===== src/rtl/seg7_pkg.sv =====
// seg7_pkg: shared 7-segment code points, scan FSM state encoding and small helpers.
// Latency: n/a (package only).
// Backpressure: n/a (package only).
//
// Contents:
//   SEG_0..SEG_9, SEG_BLANK : segment patterns, bit order {g,f,e,d,c,b,a}, active-high
//   scan_state_t            : WAIT / SETTLE / HOLD encoding of the scan sampler
//   is_onehot4/is_multihot4 : digit-select classification
//   bcd_to_seg              : forward encoder used by the display driver side
package seg7_pkg;

    localparam logic [6:0] SEG_0     = 7'h3F;
    localparam logic [6:0] SEG_1     = 7'h06;
    localparam logic [6:0] SEG_2     = 7'h5B;
    localparam logic [6:0] SEG_3     = 7'h4F;
    localparam logic [6:0] SEG_4     = 7'h66;
    localparam logic [6:0] SEG_5     = 7'h6D;
    localparam logic [6:0] SEG_6     = 7'h7D;
    localparam logic [6:0] SEG_7     = 7'h27;
    localparam logic [6:0] SEG_8     = 7'h7F;
    localparam logic [6:0] SEG_9     = 7'h6F;
    localparam logic [6:0] SEG_BLANK = 7'h00;

    typedef enum logic [1:0] {
        ST_WAIT   = 2'd0,
        ST_SETTLE = 2'd1,
        ST_HOLD   = 2'd2
    } scan_state_t;

    // Exactly one bit set.
    function automatic logic is_onehot4(input logic [3:0] v);
        return (v != 4'd0) && ((v & (v - 4'd1)) == 4'd0);
    endfunction

    // Two or more bits set (clearing the lowest set bit leaves something).
    function automatic logic is_multihot4(input logic [3:0] v);
        return (v & (v - 4'd1)) != 4'd0;
    endfunction

    // Values above 9 drive an all-off digit.
    function automatic logic [6:0] bcd_to_seg(input logic [3:0] v);
        logic [6:0] s;
        case (v)
            4'd0:    s = SEG_0;
            4'd1:    s = SEG_1;
            4'd2:    s = SEG_2;
            4'd3:    s = SEG_3;
            4'd4:    s = SEG_4;
            4'd5:    s = SEG_5;
            4'd6:    s = SEG_6;
            4'd7:    s = SEG_7;
            4'd8:    s = SEG_8;
            4'd9:    s = SEG_9;
            default: s = SEG_BLANK;
        endcase
        return s;
    endfunction

endpackage


===== src/rtl/seg7_to_bcd.sv =====
// seg7_to_bcd: combinational 7-segment pattern to BCD decoder.
// Latency: 0 cycles (pure combinational).
// Backpressure: none.
//
// Ports:
//   i_seg    : segment pattern {g,f,e,d,c,b,a}, active-high
//   value    : decoded digit 0..9 (0 when blank or invalid)
//   is_blank : pattern is all segments off
//   is_valid : pattern is a digit or blank
module seg7_to_bcd
    import seg7_pkg::*;
(
    input  logic [6:0] i_seg,
    output logic [3:0] value,
    output logic       is_blank,
    output logic       is_valid
);

    always_comb begin
        value    = 4'd0;
        is_blank = 1'b0;
        is_valid = 1'b1;
        case (i_seg)
            SEG_0:     value = 4'd0;
            SEG_1:     value = 4'd1;
            SEG_2:     value = 4'd2;
            SEG_3:     value = 4'd3;
            SEG_4:     value = 4'd4;
            SEG_5:     value = 4'd5;
            SEG_6:     value = 4'd6;
            SEG_7:     value = 4'd7;
            SEG_8:     value = 4'd8;
            SEG_9:     value = 4'd9;
            SEG_BLANK: is_blank = 1'b1;
            default:   is_valid = 1'b0;
        endcase
    end

endmodule


===== src/rtl/seg7_scan_decoder.sv =====
// seg7_scan_decoder: recovers four BCD digits by sniffing a multiplexed 7-segment display scan.
// Latency: SETTLE+1 cycles from the last line/segment change to the digits/frame_valid update.
// Backpressure: none; the scan is observed every cycle and cannot be stalled.
//
// Ports:
//   clk0        : system clock, all state on the rising edge
//   rst_n       : asynchronous active-low reset; release is synchronised internally
//   line        : one-hot digit select of the scanned display, 4'b0000 = blanking
//   seg7        : {dp, g..a}; dp is ignored
//   digits      : {d3,d2,d1,d0} last captured BCD values
//   blank       : per-digit "last capture was all-off"
//   frame_valid : one-cycle pulse when all four digits were captured since the last frame
//   seg_err     : one-cycle pulse on capture of an undecodable pattern
//   line_err    : one-cycle pulse when line has more than one bit set
//   stale       : level, no capture for TIMEOUT cycles
module seg7_scan_decoder
    import seg7_pkg::*;
#(
    parameter int          SETTLE  = 8,
    parameter logic [19:0] TIMEOUT = 20'd1000000
) (
    input  logic        clk0,
    input  logic        rst_n,
    input  logic [3:0]  line,
    input  logic [7:0]  seg7,
    output logic [15:0] digits,
    output logic [3:0]  blank,
    output logic        frame_valid,
    output logic        seg_err,
    output logic        line_err,
    output logic        stale
);

    localparam logic [7:0] SETTLE_LAST = 8'(SETTLE - 1);

    logic [1:0]  r_rst_sync;
    logic        w_run;

    scan_state_t r_state;
    logic [3:0]  r_line;
    logic [6:0]  r_seg;
    logic [7:0]  r_cnt;
    logic        r_cap;
    logic        r_line_err;

    logic [15:0] r_digits;
    logic [3:0]  r_blank;
    logic [3:0]  r_mask;
    logic        r_frame_valid;
    logic        r_seg_err;
    logic [19:0] r_stale_cnt;

    logic [3:0]  w_value;
    logic        w_is_blank;
    logic        w_is_valid;
    logic        w_onehot;
    logic        w_multihot;
    logic        w_line_changed;
    logic        w_seg_changed;
    logic [3:0]  w_mask_next;
    logic        w_unused_dp;

    assign w_unused_dp    = seg7[7];
    assign w_onehot       = is_onehot4(line);
    assign w_multihot     = is_multihot4(line);
    assign w_line_changed = (line != r_line);
    assign w_seg_changed  = (seg7[6:0] != r_seg);
    assign w_mask_next    = r_mask | r_line;

    // Reset assertion is immediate everywhere; release reaches the FSM only
    // after two clean clk0 edges so it never leaves WAIT on a metastable edge.
    always_ff @(posedge clk0 or negedge rst_n) begin
        if (!rst_n) begin
            r_rst_sync <= 2'b00;
        end else begin
            r_rst_sync <= {r_rst_sync[0], 1'b1};
        end
    end

    assign w_run = r_rst_sync[1];

    // The latched pattern is decoded one edge after the capture decision;
    // r_line/r_seg cannot change in between because HOLD ignores segment
    // changes and any relatch on that edge is a non-blocking update.
    seg7_to_bcd u_dec (
        .i_seg    (r_seg),
        .value    (w_value),
        .is_blank (w_is_blank),
        .is_valid (w_is_valid)
    );

    // Scan sampler FSM.
    always_ff @(posedge clk0 or negedge rst_n) begin
        if (!rst_n) begin
            r_state    <= ST_WAIT;
            r_line     <= 4'd0;
            r_seg      <= 7'd0;
            r_cnt      <= 8'd0;
            r_cap      <= 1'b0;
            r_line_err <= 1'b0;
        end else begin
            r_cap      <= 1'b0;
            r_line_err <= 1'b0;
            if (w_run) begin
                case (r_state)
                    ST_WAIT: begin
                        if (w_onehot) begin
                            r_line  <= line;
                            r_seg   <= seg7[6:0];
                            r_cnt   <= 8'd0;
                            r_state <= ST_SETTLE;
                        end else if (w_multihot) begin
                            r_line_err <= 1'b1;
                        end
                    end
                    ST_SETTLE, ST_HOLD: begin
                        // SETTLE restarts on any input change; HOLD only reacts to the
                        // digit select so a held digit is never re-sampled.
                        if (w_line_changed || ((r_state == ST_SETTLE) && w_seg_changed)) begin
                            r_line <= line;
                            r_seg  <= seg7[6:0];
                            r_cnt  <= 8'd0;
                            if (w_onehot) begin
                                r_state <= ST_SETTLE;
                            end else begin
                                r_state    <= ST_WAIT;
                                r_line_err <= w_multihot;
                            end
                        end else if (r_state == ST_SETTLE) begin
                            if (r_cnt == SETTLE_LAST) begin
                                r_cap   <= 1'b1;
                                r_state <= ST_HOLD;
                            end else begin
                                r_cnt <= r_cnt + 8'd1;
                            end
                        end
                    end
                    default: r_state <= ST_WAIT;
                endcase
            end
        end
    end

    // Capture write-back, frame tracking and scan-activity watchdog.
    always_ff @(posedge clk0 or negedge rst_n) begin
        if (!rst_n) begin
            r_digits      <= 16'd0;
            r_blank       <= 4'hF;
            r_mask        <= 4'd0;
            r_frame_valid <= 1'b0;
            r_seg_err     <= 1'b0;
            r_stale_cnt   <= 20'd0;
        end else begin
            r_frame_valid <= 1'b0;
            r_seg_err     <= 1'b0;
            if (r_cap) begin
                // Any capture, good or bad, proves the scan is alive.
                r_stale_cnt <= 20'd0;
                if (w_is_valid) begin
                    for (int i = 0; i < 4; i++) begin
                        if (r_line[i]) begin
                            r_blank[i] <= w_is_blank;
                            if (!w_is_blank) begin
                                r_digits[i*4 +: 4] <= w_value;
                            end
                        end
                    end
                    if (w_mask_next == 4'hF) begin
                        r_frame_valid <= 1'b1;
                        r_mask        <= 4'd0;
                    end else begin
                        r_mask <= w_mask_next;
                    end
                end else begin
                    r_seg_err <= 1'b1;
                end
            end else if (r_stale_cnt < TIMEOUT) begin
                r_stale_cnt <= r_stale_cnt + 20'd1;
            end
        end
    end

    assign digits      = r_digits;
    assign blank       = r_blank;
    assign frame_valid = r_frame_valid;
    assign seg_err     = r_seg_err;
    assign line_err    = r_line_err;
    assign stale       = (r_stale_cnt >= TIMEOUT);

endmodule

===== config.mk =====
export PLATFORM = sky130hd
export DESIGN_NAME = seg7_scan_decoder
export DESIGN_NICKNAME = d
export VERILOG_FILES = /design/src/rtl/seg7_pkg.sv /design/src/rtl/seg7_to_bcd.sv /design/src/rtl/seg7_scan_decoder.sv
export SDC_FILE = /design/constraint.sdc
export NUM_CORES = 1
export LEC_CHECK = 0
export ABC_AREA = 1
export BUFFER_PORTS_ARGS = -buffer_cell sky130_fd_sc_hd__buf_2
export CORE_MARGIN = 4
export CORE_UTILIZATION = 25
export DETAILED_ROUTE_END_ITERATION = 10
export PLACE_DENSITY = 0.4
export SYNTH_ARGS = -nofsm -noshare
export SYNTH_HDL_FRONTEND = slang
export SYNTH_SLANG_ARGS = --single-unit

===== constraint.sdc =====
create_clock -name clk0 -period 2.3 [get_ports clk0]
set_input_delay 0.345 -clock clk0 [delete_from_list [all_inputs] [get_ports clk0]]
set_output_delay 0.345 -clock clk0 [all_outputs]
set_load 0.01 [all_outputs]

==> metrics.txt <==
# TYPE chip_impl_metric gauge
chip_impl_info{name="run_status",value="finished clean"} 1
chip_impl_metric{name="io_pins",unit=""} 38
chip_impl_metric{name="p_comb_share",unit="%"} 26.6
chip_impl_metric{name="grt_use_total",unit="%"} 11.9
chip_impl_metric{name="drt_first_iter_violations",unit=""} 257
chip_impl_metric{name="data_arrival_critical_path",unit="ns"} 2.25
chip_impl_metric{name="yosys_register_bits",unit=""} 71
chip_impl_info{name="cell_types_occupying_the_most_area_after_synthesis",value="sky130_fd_sc_hd__dfrtp_1, sky130_fd_sc_hd__nand2_1, sky130_fd_sc_hd__nand4_1"} 1
chip_impl_metric{name="detailed_place_hpwl",unit="mm"} 7.25
chip_impl_metric{name="fmaxAchievable",unit="MHz"} 491
chip_impl_info{name="r2r_start",value="r_seg[1]"} 1
chip_impl_metric{name="initial_utilization",unit="%"} 25.5
chip_impl_metric{name="core-area",unit="um^2"} 15900
chip_impl_metric{name="timing.clock.skew",unit="ns"} 0.00962
chip_impl_metric{name="cellLeakagePower",unit="nW"} 2.37
chip_impl_metric{name="vias_in_the_first_global_route",unit=""} 3477
chip_impl_metric{name="gp_routability_congestion",unit=""} 0.813
chip_impl_info{name="postSynth.topFlopCell",value="sky130_fd_sc_hd__dfrtp_1"} 1
chip_impl_metric{name="critical_path.max_fanout",unit=""} 22
chip_impl_metric{name="syn_area_per_cell",unit="um^2"} 7.75
chip_impl_metric{name="synth_async_sr_flop_share",unit="%"} 100
chip_impl_metric{name="antennaDiodeCount",unit=""} 0
chip_impl_metric{name="layout-area-overhead-vs-synth",unit="%"} 18.6
chip_impl_info{name="post-synth-top-count-cell",value="sky130_fd_sc_hd__nand2_1"} 1
chip_impl_metric{name="synth_warnings",unit=""} 0
chip_impl_metric{name="stdcell_count",unit=""} 787
chip_impl_metric{name="utilization",unit="%"} 30.3
chip_impl_metric{name="pwr_cell_area",unit="nW/um^2"} 869
chip_impl_info{name="worst_path_most_repeated_cell",value="sky130_fd_sc_hd__nand2_1"} 1
chip_impl_info{name="crit_type",value="reg -> reg"} 1
chip_impl_metric{name="dieHeight",unit="um"} 136
chip_impl_metric{name="critical_path_required",unit="ns"} 2.51
chip_impl_metric{name="timing.final.crit_share",unit="%"} 88.6
chip_impl_metric{name="floorplan.die.width",unit="um"} 136
chip_impl_metric{name="max_slew.worst_pin.slew",unit="ns"} 0.546
chip_impl_metric{name="clk_transition_reported_paths",unit="ns"} 0.06
chip_impl_metric{name="clock_path_buffers",unit=""} 2
chip_impl_metric{name="total_cts_buffers",unit=""} 9
chip_impl_metric{name="maxSlewHeadroom",unit="%"} 63.2
chip_impl_info{name="cts_tree",value="built"} 1
chip_impl_metric{name="antenna_found_initial",unit=""} 0
chip_impl_info{name="rsz0062_at_grt",value="no"} 1
chip_impl_metric{name="detail_route.wl_per_cell",unit="um"} 12.9
chip_impl_metric{name="routed_wirelength",unit="mm"} 10.1
chip_impl_metric{name="min_tclk_post_route",unit="ns"} 2.04
chip_impl_info{name="crit_slowest_cell",value="sky130_fd_sc_hd__dfrtp_1"} 1
chip_impl_info{name="worstSetupEndpointType",value="register"} 1
chip_impl_metric{name="dieArea",unit="um^2"} 18400
chip_impl_metric{name="seq_total_area_yosys",unit="%"} 43.8
chip_impl_info{name="worstHoldPathType",value="in -> async"} 1
chip_impl_metric{name="total_number_of_vias",unit=""} 3540
chip_impl_metric{name="netSwitchingPower",unit="mW"} 1.50
chip_impl_metric{name="post_drt_via_cell_ratio",unit=""} 4.50
chip_impl_metric{name="maximum_number_of_pins_on_one_net_before_global_route_repair",unit=""} 72
chip_impl_metric{name="finalSetupViolations",unit=""} 0
chip_impl_metric{name="synth_cell_type_count",unit=""} 43
chip_impl_metric{name="globalRouteOverflowTotal",unit=""} 0
chip_impl_metric{name="timing.critical_path.buf_inv",unit=""} 1
chip_impl_metric{name="cts_post_setup_buffers_inserted",unit=""} 0
chip_impl_metric{name="placed_cells_incl_taps",unit=""} 771
chip_impl_info{name="critical_path.top_delay_family",value="simple AND/OR/NAND/NOR gates"} 1
chip_impl_info{name="synth.cells.most_frequent",value="sky130_fd_sc_hd__nand2_1, sky130_fd_sc_hd__dfrtp_1, sky130_fd_sc_hd__inv_1, sky130_fd_sc_hd__nor2_1, sky130_fd_sc_hd__nand3_1"} 1
chip_impl_metric{name="pwr-share-clk",unit="%"} 36.6
chip_impl_metric{name="switching_share",unit="%"} 35.8
chip_impl_metric{name="drt-pass1-iter-count",unit=""} 4
chip_impl_metric{name="cell_internal_pwr",unit="mW"} 2.69
chip_impl_metric{name="ctsHtreeMaxLevel",unit=""} 3
chip_impl_metric{name="post-synth-top-area-fraction",unit="%"} 41.2
chip_impl_metric{name="cap_viol_max_count",unit=""} 0
chip_impl_info{name="critical_path.startpoint",value="r_seg[1]"} 1
chip_impl_metric{name="timing.critical_path.slowest_cell_delay",unit="ns"} 0.48
chip_impl_metric{name="power.ir.vdd_worst",unit="mV"} 0.439
chip_impl_metric{name="synthesis.nets",unit=""} 545
chip_impl_metric{name="finalSetupTns",unit="ns"} 0
chip_impl_metric{name="drive_gt1_share",unit="%"} 15.6
chip_impl_metric{name="finalHoldViolCount",unit=""} 0
chip_impl_metric{name="clock_sinks",unit=""} 71
chip_impl_metric{name="share_seq_of_total_power",unit="%"} 36.8
chip_impl_metric{name="finalMaxSlewViolations",unit=""} 0
chip_impl_info{name="synth_top_cell_by_area",value="sky130_fd_sc_hd__dfrtp_1"} 1
chip_impl_metric{name="detail_route.drc_violations",unit=""} 0
chip_impl_info{name="cts_root_buf",value="sky130_fd_sc_hd__clkbuf_16"} 1
chip_impl_metric{name="combined_area_of_all_synthesized_cells",unit="um^2"} 4070
chip_impl_info{name="cp_cell_sequence",value="nand2_2, inv_1, nand4_1, nand2_1, nor2_1, nand4_4, nand2_1, o21ai_0"} 1
chip_impl_metric{name="global_route_wire_length_before_repair",unit="mm"} 17.5
chip_impl_metric{name="num_rows",unit=""} 46
chip_impl_metric{name="clk_latency",unit="ns"} 0.34
chip_impl_metric{name="numPortBuffers",unit=""} 36
chip_impl_info{name="timing.critical_path.from_type",value="register"} 1
chip_impl_metric{name="drt.antenna.violating_nets",unit=""} 0
chip_impl_metric{name="synth-edff-count",unit=""} 0
chip_impl_metric{name="nNetsFinal",unit=""} 586
chip_impl_metric{name="postSynthCellCount",unit=""} 525
[worst paths after layout]
kind                                 end  slack (ns)  depth (start not counted)
max                            r_mask[3]        0.26                          8
min                            digits[4]        0.04                          2
max reg2reg                    r_mask[3]        0.26                          8
min reg2reg                r_rst_sync[1]        0.35                          0
max in group asynchronous       blank[1]        1.94                          2
min in group clk0               r_seg[5]        0.27                          3
[area by class of cell]
class	count	area (um^2)
Multi-Input combinational cell	386	2000
Clock inverter	5	81.3
Tap cell	216	270
Fill cell	1741	11100
Inverter	55	206
Timing Repair Buffer	43	245
Sequential cell	71	1780
Clock buffer	11	243
[routing by layer]
layer	up-vias	share of wire [%]	wire length, um	global-route usage [%]
li1	1812	-	-	-
met1	1640	51	5210	16.5
met2	72	42	4310	17.7
met3	16	4.9	498	4.05
met4	0	1.3	129	3.53
met5	-	0	0	0
[registers in the layout, summed over array words and instances, names as in the netlist]
name	flops
r_seg	7
blank	4
r_line	4
r_rst_sync	2
frame_valid	1
line_err	1
seg_err	1
r_state	2
r_mask	4
r_cnt	8
r_cap	1
r_stale_cnt	20
digits	16
[stage by stage]
stage | instance area, um^2 | hold slack (ns) | power, mW | setup slack (ns)
global placement | 4500 | 0.335 | 2.66 | 0.125
CTS | 4820 | 0.0423 | 4.26 | 0.0556
detailed placement | 4500 | 0.337 | 2.68 | 0.0539
finish | 4830 | 0.0377 | 4.20 | 0.263
global route | 4830 | 0.0732 | 4.48 | 0.0343
floorplan | 4070 | 0.0494 | 2.45 | 0.688
[cell families (layout without fill, tap and decap cells)]
group	count (synthesis)	after routing	share of synthesized area [%]
fa+ha+maj	6	6	1.84
flops	71	71	43.8
simple gates	318	318	37.2
xor+xnor	13	13	2.80
other cells	1	1	0.0921
compound gates	48	48	6.98
buf+inv	68	114	7.29
[timing repair]
action,in CTS,in global routing
hold buffers,0,0
gates resized for setup,0,1
hold endpoints to repair,0,0
setup endpoints to repair,0,9
[cells in the final DEF (no fill, tap or decap), types with 2 or more instances in the layout]
master	synthesis	layout
sky130_fd_sc_hd__nor3b_1	3	3
sky130_fd_sc_hd__nand2_1	153	153
sky130_fd_sc_hd__ha_1	6	6
sky130_fd_sc_hd__nand2_2	6	6
sky130_fd_sc_hd__dfstp_2	4	4
sky130_fd_sc_hd__or2_2	2	2
sky130_fd_sc_hd__nand3_1	39	39
sky130_fd_sc_hd__a21oi_1	7	7
sky130_fd_sc_hd__xor2_1	8	8
sky130_fd_sc_hd__nor3_1	17	17
sky130_fd_sc_hd__buf_4	1	6
sky130_fd_sc_hd__o21ai_0	22	22
sky130_fd_sc_hd__bufinv_16	0	2
sky130_fd_sc_hd__dfrtp_1	67	67
sky130_fd_sc_hd__o31ai_1	3	3
sky130_fd_sc_hd__inv_2	3	3
sky130_fd_sc_hd__clkbuf_16	0	9
sky130_fd_sc_hd__inv_1	52	52
sky130_fd_sc_hd__xnor2_1	5	5
sky130_fd_sc_hd__nand3_2	5	5
sky130_fd_sc_hd__nor2_1	44	44
sky130_fd_sc_hd__nand2_4	2	2
sky130_fd_sc_hd__nand3b_1	2	2
sky130_fd_sc_hd__buf_2	1	36
sky130_fd_sc_hd__o21ai_1	11	11
sky130_fd_sc_hd__nand4_1	35	35
sky130_fd_sc_hd__nor4_1	3	3
[worst reg2reg max path: cells and delay by family, from the launching register on]
kind / cells / cell delay [ns]
DFF: 1 / 0.48
buffers and inverters: 1 / 0.06
AOI/OAI and AO/OA: 1 / 0.12
and+or+nand+nor: 6 / 1.25
[power groups by stage]
stage | sequential (mW) | combinational, mW | clock, mW
after floorplan | 1.51 | 0.941 | 0
after global placement | 1.57 | 1.10 | 0
after detailed placement | 1.57 | 1.11 | 0
after CTS | 1.55 | 1.12 | 1.59
after global routing | 1.57 | 1.27 | 1.64
final | 1.55 | 1.12 | 1.54
No activity file was read; power rests on OpenSTA's default activity.
